==> config.mk <==
export PLATFORM = sky130hd
export DESIGN_NAME = extmem_arbiter
export DESIGN_NICKNAME = d
export VERILOG_FILES = /design/src/rtl/extmem_arbiter.sv
export SDC_FILE = /design/constraint.sdc
export NUM_CORES = 1
export LEC_CHECK = 0
export ABC_CLOCK_PERIOD_IN_PS = 10400
export CORE_MARGIN = 2
export CORE_UTILIZATION = 46
export DETAILED_ROUTE_END_ITERATION = 12
export HOLD_SLACK_MARGIN = 0.03
export PLACE_DENSITY_LB_ADDON = 0.12
export SLEW_MARGIN = 20
export SYNTH_ARGS = -nofsm -noshare
export SYNTH_HDL_FRONTEND = slang
export SYNTH_SLANG_ARGS = --single-unit
==> constraint.sdc <==
create_clock -name clk -period 10.4 [get_ports clk]
set_input_delay 3.12 -clock clk [delete_from_list [all_inputs] [get_ports clk]]
set_output_delay 3.12 -clock clk [all_outputs]
set_load 0.02 [all_outputs]
==> src/rtl/extmem_arbiter.sv <==
// Round-robin arbiter sharing one external-memory port between N_REQ burst
// requesters. A granted burst owns the port until its last beat (writes) or
// its last read return (reads). Read data is tagged with its owner and routed
// back after RD_LAT cycles.
module extmem_arbiter #(
   parameter int unsigned N_REQ  = 3,
   parameter int unsigned ADDR_W = 32,
   parameter int unsigned DATA_W = 16,
   parameter int unsigned LEN_W  = 16,
   parameter int unsigned RD_LAT = 1
) (
   input  logic                      clk,
   input  logic                      rst,
   input  logic [N_REQ-1:0]          req_valid,
   input  logic [N_REQ-1:0]          req_we,
   input  logic [N_REQ*ADDR_W-1:0]   req_addr,
   input  logic [N_REQ*LEN_W-1:0]    req_len,
   input  logic [N_REQ*DATA_W-1:0]   req_wdata,
   output logic [N_REQ-1:0]          req_ready,
   output logic [N_REQ-1:0]          beat,
   output logic [N_REQ-1:0]          rd_valid,
   output logic [DATA_W-1:0]         rd_data,
   output logic [N_REQ-1:0]          done,
   output logic                      busy,
   output logic                      mem_we,
   output logic [ADDR_W-1:0]         mem_wr_addr,
   output logic [DATA_W-1:0]         mem_wr_data,
   output logic                      mem_re,
   output logic [ADDR_W-1:0]         mem_rd_addr,
   input  logic [DATA_W-1:0]         mem_rd_data
);

   localparam int unsigned PW = (N_REQ > 1) ? $clog2(N_REQ) : 1;
   localparam int unsigned DW = $clog2(RD_LAT + 1);

   typedef enum logic [1:0] {StIdle, StBurst, StDrain} state_t;

   state_t              state;
   logic [PW-1:0]       rr_ptr;
   logic [PW-1:0]       owner;
   logic                we_r;
   logic [ADDR_W-1:0]   addr_base;
   logic [LEN_W-1:0]    len;
   logic [LEN_W-1:0]    cnt;
   logic [DW-1:0]       drain_cnt;
   logic [N_REQ-1:0]    done_r;
   // One-hot owner tag per in-flight read; all-zero means no read in that slot.
   logic [N_REQ-1:0]    rd_pipe [RD_LAT];

   logic                gnt_hit;
   logic [PW-1:0]       gnt_idx;
   logic                gnt_we;
   logic [ADDR_W-1:0]   gnt_addr;
   logic [LEN_W-1:0]    gnt_len;
   logic [N_REQ-1:0]    gnt_oh;
   logic [N_REQ-1:0]    owner_oh;
   logic                last_beat;
   logic [ADDR_W-1:0]   beat_addr;

   // Round-robin pick: scan downwards so the first hit after rr_ptr is the last one written.
   always_comb begin
      gnt_hit = 1'b0;
      gnt_idx = '0;
      for (int unsigned k = N_REQ; k >= 1; k--) begin
         if (req_valid[(32'(rr_ptr) + k) % N_REQ]) begin
            gnt_hit = 1'b1;
            gnt_idx = PW'((32'(rr_ptr) + k) % N_REQ);
         end
      end
   end

   assign gnt_we    = req_we[gnt_idx];
   assign gnt_addr  = req_addr[32'(gnt_idx)*ADDR_W +: ADDR_W];
   assign gnt_len   = req_len[32'(gnt_idx)*LEN_W +: LEN_W];
   assign gnt_oh    = N_REQ'(1) << gnt_idx;
   assign owner_oh  = N_REQ'(1) << owner;
   assign last_beat = (cnt == len - LEN_W'(1));
   // Address wraps naturally modulo 2^ADDR_W.
   assign beat_addr = addr_base + ADDR_W'(cnt);

   // Accept is only offered while idle and out of reset.
   assign req_ready   = (state == StIdle && gnt_hit && rst) ? gnt_oh : '0;
   assign busy        = (state != StIdle);
   assign beat        = (state == StBurst) ? owner_oh : '0;
   assign mem_we      = (state == StBurst) && we_r;
   assign mem_re      = (state == StBurst) && !we_r;
   assign mem_wr_addr = mem_we ? beat_addr : '0;
   assign mem_rd_addr = mem_re ? beat_addr : '0;
   assign mem_wr_data = mem_we ? req_wdata[32'(owner)*DATA_W +: DATA_W] : '0;
   assign rd_valid    = rd_pipe[RD_LAT-1];
   assign rd_data     = mem_rd_data;
   assign done        = done_r;

   // Burst sequencer: arbitration, beat counting, drain and done generation.
   always_ff @(posedge clk or negedge rst) begin
      if (!rst) begin
         state     <= StIdle;
         rr_ptr    <= PW'(N_REQ - 1);
         owner     <= '0;
         we_r      <= 1'b0;
         addr_base <= '0;
         len       <= '0;
         cnt       <= '0;
         drain_cnt <= '0;
         done_r    <= '0;
      end else begin
         done_r <= '0;
         unique case (state)
            StIdle: begin
               if (gnt_hit) begin
                  owner     <= gnt_idx;
                  we_r      <= gnt_we;
                  addr_base <= gnt_addr;
                  len       <= gnt_len;
                  cnt       <= '0;
                  rr_ptr    <= gnt_idx;
                  if (gnt_len == '0) begin
                     done_r <= gnt_oh;
                  end else begin
                     state <= StBurst;
                  end
               end
            end
            StBurst: begin
               if (last_beat) begin
                  if (we_r) begin
                     done_r <= owner_oh;
                     state  <= StIdle;
                  end else begin
                     // done must coincide with the final read return.
                     drain_cnt <= DW'(RD_LAT - 1);
                     if (RD_LAT == 1) done_r <= owner_oh;
                     state <= StDrain;
                  end
               end else begin
                  cnt <= cnt + LEN_W'(1);
               end
            end
            StDrain: begin
               if (drain_cnt == '0) begin
                  state <= StIdle;
               end else begin
                  drain_cnt <= drain_cnt - DW'(1);
                  if (drain_cnt == DW'(1)) done_r <= owner_oh;
               end
            end
            default: state <= StIdle;
         endcase
      end
   end

   // Read-return tag pipeline, RD_LAT stages deep.
   always_ff @(posedge clk or negedge rst) begin
      if (!rst) begin
         for (int unsigned i = 0; i < RD_LAT; i++) rd_pipe[i] <= '0;
      end else begin
         rd_pipe[0] <= mem_re ? owner_oh : '0;
         for (int unsigned i = 1; i < RD_LAT; i++) rd_pipe[i] <= rd_pipe[i-1];
      end
   end

endmodule

==> out/metrics.cfg, run 1 <==
[drt]
drt_wl_total_mm = 24.8
dr.first_iter.drc_count = 580
dr_total_vias = 7770
post_drt_wl_per_cell_um = 18.0
routed_via_density = 5.63
ant_nets = 0
drc = 0
firstDrtPassIters = 5

[synth]
synth_xor_area_share_pct = 5.66
synth_common_cells = 149 x nor2_1, 116 x nand2_1, 78 x a21oi_1, 75 x dfrtp_1, 68 x mux2i_1
ys_seq_area_share_pct = 26.7
synth_compound_area_share_pct = 18.9
ys_ff_latch = 76
synth_nets = 1185
synth_adder_area_share_pct = 4.15
yosysMostFrequentCell = nor2_1
yosys.cell_types.count = 71
yosysTopAreaCell = dfrtp_1
yosys.area.top_type_share_pct = 26.4
async_flop_share_pct = 100
synthCells = 946
synth_area_leaders = dfrtp_1 26%, mux2i_1 9.6%, nor2_1 7.9%, nand2_1 6.1%, a21oi_1 5.5%
synth_simple_gate_area_share_pct = 28.1
ys_warn_count = 0
synthFlopType = dfrtp_1
synth-edff-count = 0
syn_avg_cell_area_um2 = 7.52
muxShareOfSynthArea_pct = 10.2
syn_area_um2 = 7120
synth_top_family_by_area = simple AND/OR/NAND/NOR gates

[die]
die_x_um = 128
start_util_pct = 47.0
die_area_um2 = 16500
die_h_um = 128
fp.coreArea_um2 = 15100
num_rows = 45
io_pins = 327

[finish]
drive_above_1_share_pct = 4.28
syn2layout_area_growth_pct = 44.9
insertedDiodeCount = 0
final_area_um2 = 10300
layout.nets = 1425

[critical_path]
reg2regPathDepth = 11
rrSetupSlack_ns = 5.75
end_kind = output pin
worstSetupStartpointType = primary input
crit_path_frequent_cell = clkdlybuf4s50_1
crit_type = in -> out
r2r-start = rr_ptr[0]$_DFFE_PN0P_
crit_path_max_fanout = 6
crit_arrival_ns = 5.76
crit_slowest_cell = clkdlybuf4s50_1
crit_chain = clkdlybuf4s50_1 > mux2i_1 > o21ai_1 > nor4_1 > or2_2 > nor2_1 > and3_1 > clkdlybuf4s50_1
reg2reg_to = done[2]$_DFF_PN0_
required_ns = 7.28
slowest_delay_ns = 0.61

[cts]
root_buffer = clkbuf_16
cts_tree = done
postCtsHoldBufs = 0
cts_setup_buffers = 0
cts.sinks = 76
cts_buffers = 9
insertion_delay_ns = 0.35
ctsResizeCount = 0
htree_levels = 3
clk_transition_reported_paths_ns = 0.06
cts_buffer_depth = 2

[power_and_ir_drop]
max-vdd-ir-drop_mv = 0.274
p_per_area_nw_per_um2 = 314
p_leak_nw = 4.40

[global_routing]
grt_max_degree = 97
grt_pass1_vias = 7158
grt-ovfl-total = 0
track_usage_pct = 29.4
grt_pass1_wl_mm = 38.1
antenna_found_initial = 0

[timing]
whs_ns = 0.493
finClkSkew_ns = 0.00780
maxSlewHeadroom_pct = 41.9
finalMaxSlewViolations = 0
worst-slew-pin-transition_ns = 0.871
fin_setup_tns_ns = 0
timing.fmax_ghz = 0.113
finalSetupViolCount = 0
rsz0062_at_grt = false
period_share_pct = 85.4
fin_crit_ns = 8.88
hold_viol = 0

[worst_hold_path]
hold_path_class = reg -> reg
worstHoldEndpoint = addr_base[14]$_DFFE_PN0P_
holdPathStages = 2
worst_hold_startpoint = addr_base[14]$_DFFE_PN0P_

[place]
portBuffers = 294
place_area_um2 = 10000
dp_hpwl_mm = 19.2
routabilityCongestion = 0.897

[job]
max_cap_viol_count = 0

[outcome]
status = completed

## stage by stage
| step | worst slack [ns] | power (mW) | cells | utilization [%] |
|---|---|---|---|---|
| floorplan | 2.55 | 2.12 | 946 | - |
| global placement | 1.58 | 2.89 | 1363 | 66.1 |
| detailed placement | 1.54 | 2.91 | 1363 | 66.1 |
| CTS | 1.52 | 3.25 | 1379 | 68.1 |
| global route | 1.28 | 3.50 | 1379 | 68.1 |
| finish | 1.52 | 3.24 | 1379 | 68.1 |
## state kept, by name (all words and copies together), names as in the netlist
signal     count
owner          1
addr_base     32
state          2
done           3
rd_valid       3
len           16
we_r           1
rr_ptr         2
cnt           16
## report_power, final
| group | internal, mW | switching (mW) |
|---|---|---|
| combinational | 0.974 | 1.34 |
| sequential | 0.414 | 0.194 |
| clock | 0.193 | 0.125 |
| total | 1.58 | 1.66 |
## worst max-delay path: cells and delay by family
family	cells	cell delay [ns]
simple gates	4	0.89
buf+inv	2	1.17
compound gates	1	0.47
mux	1	0.10
## metal layers
metal / part of all wire (%) / vias to the layer above / global-route usage [%]
li1: - / 3815 / -
met1: 42 / 3662 / 38.6
met2: 48 / 253 / 48.9
met3: 7.2 / 40 / 6.11
met4: 2.3 / 0 / 9.18
met5: 0 / - / 0
## cells by family after synthesis
group | Yosys count
AND/OR/NAND/NOR | 415
multiplexers | 72
adder cells (fa/ha/maj) | 23
XOR/XNOR | 46
flip-flops | 76
buffers and inverters | 94
AO/OA/AOI/OAI | 220
## worst max-delay path by stage
stage	from	to	slack, ns	cells past startpoint
floorplan	req_valid[1]	req_ready[0]	2.55	7
global placement	req_valid[1]	req_ready[1]	1.58	9
detailed placement	req_valid[1]	req_ready[2]	1.54	8
CTS	req_valid[1]	req_ready[2]	1.52	8
global route	req_valid[1]	req_ready[0]	1.28	9
finish	req_valid[1]	req_ready[2]	1.52	8
## layout by cell type (no fill, tap or decap), types with 3 or more instances in the layout
| cell | instances |
|---|---|
| clkdlybuf4s50_1 | 293 |
| nor2_1 | 148 |
| nand2_1 | 115 |
| a21oi_1 | 78 |
| dfrtp_1 | 74 |
| mux2i_1 | 68 |
| o21ai_0 | 58 |
| nand4_1 | 26 |
| xnor2_1 | 26 |
| o211ai_1 | 23 |
| nand3_1 | 22 |
| ha_1 | 22 |
| and3_1 | 21 |
| inv_1 | 20 |
| xor2_1 | 20 |
| nand2b_1 | 13 |
| nor3_1 | 10 |
| buf_4 | 10 |
| a21o_1 | 9 |
| or3_1 | 9 |
| clkbuf_16 | 9 |
| a211o_1 | 8 |
| or2_2 | 6 |
| nor4_1 | 6 |
| nor2b_1 | 5 |
| nor4b_1 | 5 |
| a31oi_1 | 4 |
| nor3b_1 | 4 |
| o31ai_1 | 4 |
| and2_1 | 4 |
| mux2_2 | 4 |
| nand3b_1 | 3 |
| and3b_1 | 3 |
| nand4b_1 | 3 |
| a2111oi_0 | 3 |
| a21boi_0 | 3 |
| o2111ai_1 | 3 |
| o21bai_1 | 3 |
| clkinvlp_4 | 3 |
## layout make-up
type                            count  area, um^2
Timing Repair Buffer              303        3010
Clock buffer                       11         243
Clock inverter                      5        61.3
Multi-Input combinational cell    776        4790
Inverter                           20        75.1
Sequential cell                    76        1900
Tap cell                          188         235
Fill cell                        1324        4830
(Power assumes the default switching activity.)
==> run 2: changes to the inputs <==
Settings changed: CAP_MARGIN set to 10, CTS_CLUSTER_DIAMETER set to 30.
==> results of run 2 <==
Same layout as run 1: the final DEF is identical, and so are final timing and power.
